$ cat src/rtl/mmio_fifo_pkg.sv
// Shared constants and types for the MMIO FIFO controller.
package mmio_fifo_pkg;

  // Default register map
  localparam logic [15:0] DefaultDataAddr   = 16'h0020;
  localparam logic [15:0] DefaultStatusAddr = 16'h0022;
  localparam logic [15:0] DefaultCtrlAddr   = 16'h0024;
  localparam logic [15:0] StatsAddr         = 16'h0026;

  // STATUS word layout
  localparam int unsigned StatusCountLsb = 0;
  localparam int unsigned StatusEmptyBit = 16;
  localparam int unsigned StatusFullBit  = 17;
  localparam int unsigned StatusOvfBit   = 18;
  localparam int unsigned StatusUnfBit   = 19;
  localparam int unsigned StatusDepthLsb = 32;

  // CTRL word layout
  localparam int unsigned CtrlFlushBit = 0;
  localparam int unsigned CtrlClearBit = 1;

  typedef logic [8:0] t_mmio_tid;

endpackage

$ cat src/rtl/mmio_fifo_ram.sv
// DEPTH x 64 storage: one registered write port, combinational read.
module mmio_fifo_ram #(
  parameter int unsigned DEPTH = 8,
  parameter int unsigned PtrW  = $clog2(DEPTH)
) (
  input  logic            clk,
  input  logic            we,
  input  logic [PtrW-1:0] waddr,
  input  logic [63:0]     wdata,
  input  logic [PtrW-1:0] raddr,
  output logic [63:0]     rdata
);

  logic [63:0] mem_q [DEPTH];

  // Store a word on an accepted push; contents need no reset.
  always_ff @(posedge clk) begin
    if (we) begin
      mem_q[waddr] <= wdata;
    end
  end

  assign rdata = mem_q[raddr];

endmodule

$ cat src/rtl/mmio_fifo_ctrl.sv
// MMIO-facing controller for a circular 64-bit FIFO.
// Optional MMIO_FIFO_STATS_EN adds push/pop counters readable at StatsAddr.
module mmio_fifo_ctrl
  import mmio_fifo_pkg::*;
#(
  parameter int unsigned DEPTH       = 8,
  parameter logic [15:0] DATA_ADDR   = DefaultDataAddr,
  parameter logic [15:0] STATUS_ADDR = DefaultStatusAddr,
  parameter logic [15:0] CTRL_ADDR   = DefaultCtrlAddr
) (
  input  logic        clk,
  input  logic        rst_n,
  input  logic        mmio_wr_valid,
  input  logic [15:0] mmio_wr_addr,
  input  logic [63:0] mmio_wr_data,
  input  logic        mmio_rd_valid,
  input  logic [15:0] mmio_rd_addr,
  input  t_mmio_tid   mmio_rd_tid,
  output logic        rsp_valid,
  output t_mmio_tid   rsp_tid,
  output logic [63:0] rsp_data,
  output logic        fifo_empty,
  output logic        fifo_full
);

  localparam int unsigned PtrW = $clog2(DEPTH);
  localparam int unsigned CntW = PtrW + 1;
  localparam logic [CntW-1:0] CntFull = CntW'(DEPTH);

  logic [PtrW-1:0] wp_q, wp_d, rp_q, rp_d;
  logic [CntW-1:0] count_q, count_d;
  logic            ovf_q, ovf_d, unf_q, unf_d;
  logic            empty_q, full_q;
  logic            rsp_valid_q;
  t_mmio_tid       rsp_tid_q;
  logic [63:0]     rsp_data_q;

  logic        wr_data_hit, wr_ctrl_hit, rd_data_hit;
  logic        push_ok, pop_ok, flush, clr;
  logic [63:0] ram_rdata, status_word, stats_word, rd_word;

  assign wr_data_hit = mmio_wr_valid && (mmio_wr_addr == DATA_ADDR);
  assign wr_ctrl_hit = mmio_wr_valid && (mmio_wr_addr == CTRL_ADDR);
  assign rd_data_hit = mmio_rd_valid && (mmio_rd_addr == DATA_ADDR);

  // A same-cycle successful pop frees the slot a push on a full FIFO needs.
  assign pop_ok  = rd_data_hit && (count_q != '0);
  assign push_ok = wr_data_hit && ((count_q != CntFull) || pop_ok);
  assign flush   = wr_ctrl_hit && mmio_wr_data[CtrlFlushBit];
  assign clr     = wr_ctrl_hit && mmio_wr_data[CtrlClearBit];

  mmio_fifo_ram #(
    .DEPTH (DEPTH)
  ) u_ram (
    .clk   (clk),
    .we    (push_ok),
    .waddr (wp_q),
    .wdata (mmio_wr_data),
    .raddr (rp_q),
    .rdata (ram_rdata)
  );

  // Next-state pointers, occupancy and sticky flags; flag set beats clear.
  always_comb begin
    wp_d    = wp_q + PtrW'(push_ok);
    rp_d    = rp_q + PtrW'(pop_ok);
    count_d = count_q + CntW'(push_ok) - CntW'(pop_ok);
    if (flush) begin
      wp_d    = '0;
      rp_d    = '0;
      count_d = '0;
    end
    ovf_d = (wr_data_hit && !push_ok) || (ovf_q && !clr);
    unf_d = (rd_data_hit && !pop_ok) || (unf_q && !clr);
  end

  // Status word assembled from current (pre-update) state.
  always_comb begin
    status_word = '0;
    status_word[StatusCountLsb +: CntW] = count_q;
    status_word[StatusEmptyBit]         = empty_q;
    status_word[StatusFullBit]          = full_q;
    status_word[StatusOvfBit]           = ovf_q;
    status_word[StatusUnfBit]           = unf_q;
    status_word[StatusDepthLsb +: 32]   = DEPTH[31:0];
  end

`ifdef MMIO_FIFO_STATS_EN
  logic [31:0] push_cnt_q, pop_cnt_q;

  // Wrapping activity counters; a clear in the same cycle as a pop wins.
  always_ff @(posedge clk) begin
    if (!rst_n || clr) begin
      push_cnt_q <= '0;
      pop_cnt_q  <= '0;
    end else begin
      push_cnt_q <= push_cnt_q + 32'(push_ok);
      pop_cnt_q  <= pop_cnt_q + 32'(pop_ok);
    end
  end

  assign stats_word = {pop_cnt_q, push_cnt_q};
`else
  assign stats_word = '0;
`endif

  // Read data mux; unmapped addresses still answer with zero.
  always_comb begin
    rd_word = '0;
    if (mmio_rd_addr == DATA_ADDR) begin
      rd_word = pop_ok ? ram_rdata : '0;
    end else if (mmio_rd_addr == STATUS_ADDR) begin
      rd_word = status_word;
    end else if (mmio_rd_addr == StatsAddr) begin
      rd_word = stats_word;
    end
  end

  // FIFO state, flags and the one-cycle read response register.
  always_ff @(posedge clk) begin
    if (!rst_n) begin
      wp_q        <= '0;
      rp_q        <= '0;
      count_q     <= '0;
      ovf_q       <= 1'b0;
      unf_q       <= 1'b0;
      empty_q     <= 1'b1;
      full_q      <= 1'b0;
      rsp_valid_q <= 1'b0;
      rsp_tid_q   <= '0;
      rsp_data_q  <= '0;
    end else begin
      wp_q        <= wp_d;
      rp_q        <= rp_d;
      count_q     <= count_d;
      ovf_q       <= ovf_d;
      unf_q       <= unf_d;
      empty_q     <= (count_d == '0);
      full_q      <= (count_d == CntFull);
      rsp_valid_q <= mmio_rd_valid;
      if (mmio_rd_valid) begin
        rsp_tid_q  <= mmio_rd_tid;
        rsp_data_q <= rd_word;
      end
    end
  end

  assign rsp_valid  = rsp_valid_q;
  assign rsp_tid    = rsp_tid_q;
  assign rsp_data   = rsp_data_q;
  assign fifo_empty = empty_q;
  assign fifo_full  = full_q;

endmodule

$ cat config.mk
export PLATFORM = sky130hd
export DESIGN_NAME = mmio_fifo_ctrl
export DESIGN_NICKNAME = d
export VERILOG_FILES = /design/src/rtl/mmio_fifo_pkg.sv /design/src/rtl/mmio_fifo_ram.sv /design/src/rtl/mmio_fifo_ctrl.sv
export SDC_FILE = /design/constraint.sdc
export NUM_CORES = 1
export LEC_CHECK = 0
export BUFFER_PORTS_ARGS = -buffer_cell sky130_fd_sc_hd__buf_2
export CORE_MARGIN = 2
export CORE_UTILIZATION = 61
export DETAILED_ROUTE_END_ITERATION = 10
export GPL_ROUTABILITY_DRIVEN = 0
export HOLD_SLACK_MARGIN = 0.12
export PLACE_DENSITY = 0.82
export SETUP_SLACK_MARGIN = 0.4
export SLEW_MARGIN = 20
export SYNTH_ARGS = -nofsm -noshare
export SYNTH_HDL_FRONTEND = slang
export SYNTH_SLANG_ARGS = --single-unit
$ cat constraint.sdc
create_clock -name clk -period 15.2 [get_ports clk]
set_input_delay 3.04 -clock clk [delete_from_list [all_inputs] [get_ports clk]]
set_output_delay 3.04 -clock clk [all_outputs]
set_load 0.005 [all_outputs]
==> summary.md, run 1 <==
| Metric | Value |
|---|---|
| Status | `complete, no violations` |
| Reg2reg path depth | `6` |
| Top FF cell, synth | `edfxtp_1` |
| Worst path slowest cell | `buf_4` |
| Max-slew headroom | `0.280` |
| Fmax | `about 0.18 GHz` |
| Slew @ Worst Pin | `1.08 ns` |
| Die height | `around 200 microns` |
| Worst-path cell chain | `buf_2 -> nor4bb_1 -> nand4_1 -> or2_0 -> nor4_2 -> buf_4` |
| Final non-filler cell total | `1,917` |
| Worst skew pair latency | `between 0.5 and 0.6 ns` |
| CP Launch Type | `primary input` |
| RR Startpoint | `rp_q[1]` |
| Root Driver | `clkbuf_16` |
| Nets@finish | `around 1,500` |
| Worst Hold Depth | `2` |
| Maximum vdd drop | `87.0 uV` |
| Multi-input logic area | `5510 sq um` |
| Min-Delay Path Class | `reg -> reg` |
| Post-CTS Resized | `0` |
| Routed Antenna Nets | `0` |
| Post-synth cell types | `46` |
| Rows | `71` |
| Deepest clock path buffer count | `3` |
| DP Cell Count | `1,807` |
| Core area | `37,400 sq um` |
| Worst Setup End Kind | `flop` |
| #FFs+latches synth | `600` |
| Tmin final | `5.57 ns` |
| Number of port buffers | `between 150 and 200` |
| GRT Total Usage | `0.257` |
| P_leak | `8.57 nW` |
| Worst Hold End | `unf_q` |
| Largest net degree at the start of global routing | `80` |
| Synthesized net count | `1,277` |
| Syn avg cell area | `just under 20 sq um` |
| Final Hold Vio Count | `0` |
| Clock transition at the registers of the reported paths | `0.06 ns` |
| Register area | `17,100 sq um` |
| Fraction of layout cells with a size suffix above 1 | `0.316` |
| Area delta synth->final | `14.7%` |
| Peak fanout along the critical path | `64` |
| Vias in the first global route | `12,100` |
| Via/cell ratio | `~6.2` |
| Initial Util | `0.614` |
| Reg-to-Reg End | `rsp_data[20]` |
| WL per Instance | `between 20 and 30 microns` |
| Number of synthesized flops with an enable pin | `512` |
| Required time of the worst setup path | `roughly 15 ns` |
| Most frequent cells in the layout | `512 x edfxtp_1, 182 x buf_2, 128 x mux4_2` |
| Detailed Route WL | `49,600 microns` |
| H-tree level count | `2` |
| RSZ-0062 raised after global routing | `no` |
| Setup CP Type | `in -> reg` |
| Clock Sinks | `600` |
| Final setup vio count | `0` |
| CTS tree | `done` |
| Slowest cell delay on critical path | `roughly 0.84 ns` |
| Dpl hpwl | `around 26,000 microns` |
| Commonest non-fill, non-tap cell in the layout | `edfxtp_1` |
| Fill cells | `2,181` |
| Netlist Area Pre-Place | `23,000 sq um` |
| Die area | `39,200 sq um` |
| First-pass GRT wire length | `73,800 microns` |
| Drt pass-1 iters | `7` |
| DIE WIDTH | `198 microns` |
| Max-cap violations | `0` |
| Total setup buffers inserted after CTS | `0` |
| Total number of vias | `11,800` |
| Post-synth ARST share | `0` |
| Clock skew | `0.0133 ns` |
| Seq/Total Area, Yosys | `0.746` |
| Num ports | `185` |
| Power Density | `between 100 and 150 nW/um^2` |
| Final setup TNS | `0 ns` |
| WP data arrival | `roughly 5.8 ns` |
| Pre-CTS WS | `9.10 ns` |
| Synth warnings | `0` |
| Overflow after GRT | `0` |
| R2R setup slack | `11.38 ns` |
| Number of buffers created by CTS | `between 50 and 60` |
| Final critical-path setup slack | `9.63 ns` |
| Tcrit/Tclk final | `0.366` |
| Hold_buf cts | `0` |
| Gate Count Post-Synth | `1,158` |
| DR iter-0 viols | `1,060` |
| Post-route DRC | `0` |
| Final Max Slew Viols | `0` |
| Initial antenna violation count | `9` |
| Hold path start | `unf_q` |
[cell usage after synthesis (all sizes together), types with 11 or more instances]
| master | instances | area [sq um] |
|---|---|---|
| nor4 | 12 | 75.1 |
| mux4 | 128 | 2880 |
| o21a | 56 | 420 |
| buf | 44 | 254 |
| o21ai | 11 | 55.1 |
| clkbuf | 23 | 86.3 |
| dfxtp | 88 | 1760 |
| nor3 | 65 | 325 |
| nor2b | 64 | 400 |
| edfxtp | 512 | 15400 |
| inv | 13 | 48.8 |
| mux2i | 72 | 721 |
[cell type report]
class,instances,share of cell area
inverters,13,0.00185
flip-flops and latches,600,0.650
multi-input cells,478,0.209
well taps,511,0.0242
diodes,6,0.000569
clock inverters,34,0.0155
repair buffers,205,0.0411
clock buffers,70,0.0575
[layer usage]
metal  global-route usage  wire length (microns)
met1                0.338                  19200
met3               0.0416                   3070
met4               0.0927                   1430
met5                    0                     33
met2                0.439                  25800
[metrics by stage]
step,hold WS [ns],total power [mW],util,cell area [sq um]
6_report,0.495,3.28,0.705,26400
5_1_grt,0.524,3.35,0.705,26400
3_3_place_gp,0.485,1.87,0.653,24400
3_5_place_dp,0.485,1.87,0.653,24400
4_1_cts,0.494,3.29,0.705,26400
2_1_floorplan,0.448,1.83,-,23000
[kinds of logic (layout without fill, tap and decap cells)]
family / after synthesis / count (layout) / synth area share
xor+xnor: 4 / 4 / 0.00152
buf+inv: 80 / 322 / 0.0169
compound gates: 85 / 85 / 0.0281
flops: 600 / 600 / 0.746
simple gates: 178 / 178 / 0.0446
fa+ha+maj: 10 / 10 / 0.00577
mux: 201 / 201 / 0.157
other cells: 0 / 6 / 0
[flip-flops by register name (all words and copies together), names as in the netlist]
| name | count |
|---|---|
| fifo_full | 1 |
| wp_q | 3 |
| rsp_valid | 1 |
| rsp_data | 64 |
| rp_q | 3 |
| u_ram.mem_q | 512 |
| count_q | 4 |
| rsp_tid | 9 |
| ovf_q | 1 |
| unf_q | 1 |
| fifo_empty | 1 |
[power breakdown]
group          switching, mW  leakage (nW)  internal, mW
clock                  0.586         0.929         0.860
combinational         0.0321          2.32        0.0162
sequential           0.00132          5.31          1.78
[critical path: cells and delay by family]
| kind | cells | cell delay (ns) |
|---|---|---|
| buffers and inverters | 2 | 0.94 |
| AND/OR/NAND/NOR | 4 | 1.75 |
[worst max-delay path by stage]
| stage | to | start | slack, ns |
|---|---|---|---|
| final | u_ram.mem_q[6][32] | mmio_wr_addr[4] | 9.63 |
| after global routing | u_ram.mem_q[6][45] | mmio_wr_addr[4] | 9.47 |
| after CTS | u_ram.mem_q[6][32] | mmio_rd_valid | 9.63 |
| after detailed placement | u_ram.mem_q[6][28] | mmio_rd_valid | 9.10 |
| after global placement | u_ram.mem_q[4][37] | mmio_rd_valid | 9.22 |
| after floorplan | u_ram.mem_q[3][0] | mmio_wr_addr[4] | 4.46 |
(Power assumes the default switching activity.)
==> run 2, diff against run 1 <==
ABC_AREA = 1   (was unset)
CORE_UTILIZATION = 60   (was 61)
PLACE_DENSITY = 0.81   (was 0.82)
clock period = 5.3 ns   (was 15.2 ns; I/O delays follow)
==> summary.md, run 2 <==
| Metric | Value |
|---|---|
| DR iter-0 viols | `1,553 (+47%)` |
| Internal | `7.44 mW (+180%)` |
| Final Hold Vio Count | `0 (unchanged)` |
| Deepest clock path buffer count | `3 (unchanged)` |
| Hold slack | `0.462 ns (-0.0334 ns)` |
| Most frequent cells in the layout | `954 x nand2_1, 512 x edfxtp_1, 265 x nand3_1` |
| Clock skew | `0.0279 ns (+0.0146 ns)` |
| Slowest cell delay on critical path | `0.81 ns (-0.03 ns)` |
| Delay-heaviest family, CP | `simple AND/OR/NAND/NOR gates` |
| First-pass GRT wire length | `85,500 microns (+16%)` |
| Nets@finish | `2,511 (+70%)` |
| Cell count along the critical path | `10 (+4)` |
| WL per Instance | `18.6 microns (-28%)` |
| Synthesized net count | `2,369 (+86%)` |
| Die area | `42,200 sq um (+7.6%)` |
| Num ports | `185 (unchanged)` |
| Power Density | `339 nW/um^2 (+170%)` |
| Final setup TNS | `0 ns (unchanged)` |
| Buf+Inv Stages, Crit Path | `3 (+1)` |
| Area leader, netlist | `edfxtp_1` |
| Post-route DRC | `0 (unchanged)` |
| Worst skew pair latency | `0.63 ns (+0.04 ns)` |
| Worst Hold Depth | `2 (unchanged)` |
| Drt pass-1 iters | `5 (-2)` |
| Setup CP Type | `in -> reg` |
| Reg2reg path depth | `10 (+4)` |
| Initial Util | `0.610 (-0.00423)` |
| CP dominant cell by count | `nand2_1` |
| Fraction of layout cells with a size suffix above 1 | `0.143 (-0.173)` |
| Core area | `39,900 sq um (+6.7%)` |
| RSZ-0062 raised after global routing | `no` |
| Routed Antenna Nets | `0 (unchanged)` |
| H-tree level count | `2 (unchanged)` |
| Flop pwr share | `0.552 (+0.008)` |
| Clk pwr share | `0.432 (-0.009)` |
| Required time of the worst setup path | `5.61 ns (-9.79 ns)` |
| Sw Ratio | `0.199 (+0.00985)` |
| Synth warnings | `0 (unchanged)` |
| Die height | `205 microns (+3.7%)` |
| DIE WIDTH | `205 microns (+3.7%)` |
| Via/cell ratio | `5.59 (-9.2%)` |
| Count leader, synth | `nand2_1` |
| Pwr Total | `9.29 mW (+180%)` |
| Netlist Area Pre-Place | `24,400 sq um (+6.0%)` |
| Post-synth top cells | `954 x nand2_1, 512 x edfxtp_1, 265 x nand3_1` |
| Worst Setup End Kind | `flop` |
| Gate Count Post-Synth | `2,250 (+94%)` |
| Synth area leaders | `edfxtp_1 63%, nand2_1 15%, dfxtp_1 7.2%, nand3_1 5.4%, buf_4 1.6%` |
| Post-synth cell types | `30 (-35%)` |
| CP Launch Type | `primary input` |
| Slew @ Worst Pin | `1.09 ns (+0.0127 ns)` |
| Number of buffers created by CTS | `58 (+3.6%)` |
| Tmin final | `3.35 ns` |
| Final Max Slew Viols | `0 (unchanged)` |
| Peak fanout along the critical path | `23 (-64%)` |
| Vias in the first global route | `16,200 (+33%)` |
| #FFs+latches synth | `600 (unchanged)` |
| Final setup vio count | `0 (unchanged)` |
| Worst path slowest cell | `nor2_4` |
| Max-cap violations | `0 (unchanged)` |
| Largest reg by FF count | `u_ram.mem_q` |
| Clock transition at the registers of the reported paths | `0.06 ns (about the same)` |
| Min-Delay Path Class | `reg -> reg` |
| Top cell type's share of synthesized area | `0.631 (-0.0378)` |
| Max-slew headroom | `0.272 (-0.00850)` |
| Number of port buffers | `184 (unchanged)` |
| Comb pwr share | `0.017 (+0.002)` |
| Total setup buffers inserted after CTS | `0 (unchanged)` |
| Hold_buf cts | `0 (unchanged)` |
| Number of synthesized flops with an enable pin | `512 (unchanged)` |
| Syn avg cell area | `10.8 sq um (-45%)` |
| Worst-path cell chain | `buf_2 -> nor2_1 -> nand2_1 -> nor2_2 -> nand4_1 -> buf_4 -> nand2_1 -> nand3_1 -> nor2_4 -> buf_12` |
| Status | `complete, no violations` |
| Overflow after GRT | `0 (unchanged)` |
| Fmax | `0.298 GHz` |
| Commonest non-fill, non-tap cell in the layout | `nand2_1` |
| Seq/Total Area, Yosys | `0.704 (-0.0421)` |
| Switching Power | `1.85 mW (+200%)` |
| P_leak | `10.7 nW (+25%)` |
| Tcrit/Tclk final | `0.632` |
| Area delta synth->final | `12.4%` |
| Detailed Route WL | `55,100 microns (+11%)` |
| WP data arrival | `3.66 ns (-2.11 ns)` |
| Initial antenna violation count | `2 (-7)` |
| Top FF cell, synth | `edfxtp_1` |
| Rows | `73 (+2.8%)` |
| Maximum vdd drop | `271 uV (+210%)` |
| Post-CTS Resized | `0 (unchanged)` |
| Largest net degree at the start of global routing | `137 (+71%)` |
| Post-synth ARST share | `0 (unchanged)` |
| GRT Total Usage | `0.263 (+0.00688)` |
| Dpl hpwl | `30,800 microns (+19%)` |
| CTS tree | `done` |
| Root Driver | `clkbuf_16` |
| Total number of vias | `16,600 (+40%)` |
| Clock Sinks | `600 (unchanged)` |
| Largest register FFs | `512 (unchanged)` |
-- run 2: changes by cell type after synthesis, sizes merged, moves of 69 or more --
cell / before / now
inv: 13 / 82
nor2: 9 / 93
mux4: 128 / 0
mux2i: 72 / 0
nand3: 1 / 266
nand2: 5 / 974
-- run 2: power groups by stage --
stage | sequential [mW] | clock, mW | combinational [mW]
2_1_floorplan | 5.23 | 0 | 0.0378
3_3_place_gp | 5.22 | 0 | 0.145
3_5_place_dp | 5.22 | 0 | 0.153
4_1_cts | 5.12 | 4.05 | 0.154
5_1_grt | 5.12 | 4.24 | 0.170
6_report | 5.12 | 4.01 | 0.154
-- run 2: final timing paths --
check	from	endpoint	slack (ns)
max	mmio_rd_addr[15]	u_ram.mem_q[1][33]	1.95
min	rsp_data[14]	rsp_data[14]	0.46
max reg2reg	rp_q[0]	rsp_data[2]	2.31
min reg2reg	rsp_data[14]	rsp_data[14]	0.46
-- run 2: area by class of cell --
type / instances / area [sq um]
diodes: 1 / 2.50
clock buffers: 84 / 1620
clock inverters: 23 / 231
fillers: 2775 / 12500
inverters: 82 / 315
multi-input cells: 1442 / 6210
flip-flops and latches: 600 / 17100
well taps: 525 / 657
repair buffers: 208 / 1190
-- run 2: cell families (layout without fill, tap and decap cells) --
logic type      Yosys count  in the layout  synth area share
xor+xnor                  4              4           0.00144
compound gates           79             79            0.0194
buf+inv                 208            397            0.0439
fa+ha+maj                10             10           0.00545
flops                   600            600             0.704
simple gates           1349           1349             0.226
other cells               0              1                 0
-- run 2: routing by layer --
metal  wire [microns]  GRT usage  share of wire
met2            27700      0.448           0.50
met5               13          0        0.00024
met3             4270     0.0314          0.077
met4             1470     0.0997          0.027
met1            21700      0.351           0.39
-- run 2: per-stage QoR --
stage | cells | util | area [sq um] | setup slack, ns
final | 2965 | 0.686 | 27400 | 1.95
after global routing | 2965 | 0.686 | 27400 | 1.80
after CTS | 2964 | 0.686 | 27400 | 2.00
after detailed placement | 2857 | 0.639 | 25500 | 1.37
after global placement | 2857 | 0.639 | 25500 | 1.48
after floorplan | 2250 | - | 24400 | 0.316
-- run 2: tightest hold or removal path, cell delays in order, from the launching register on --
cell and delay [ns]:
dfxtp_1 0.31, nand2_1 0.06, a21oi_1 0.05
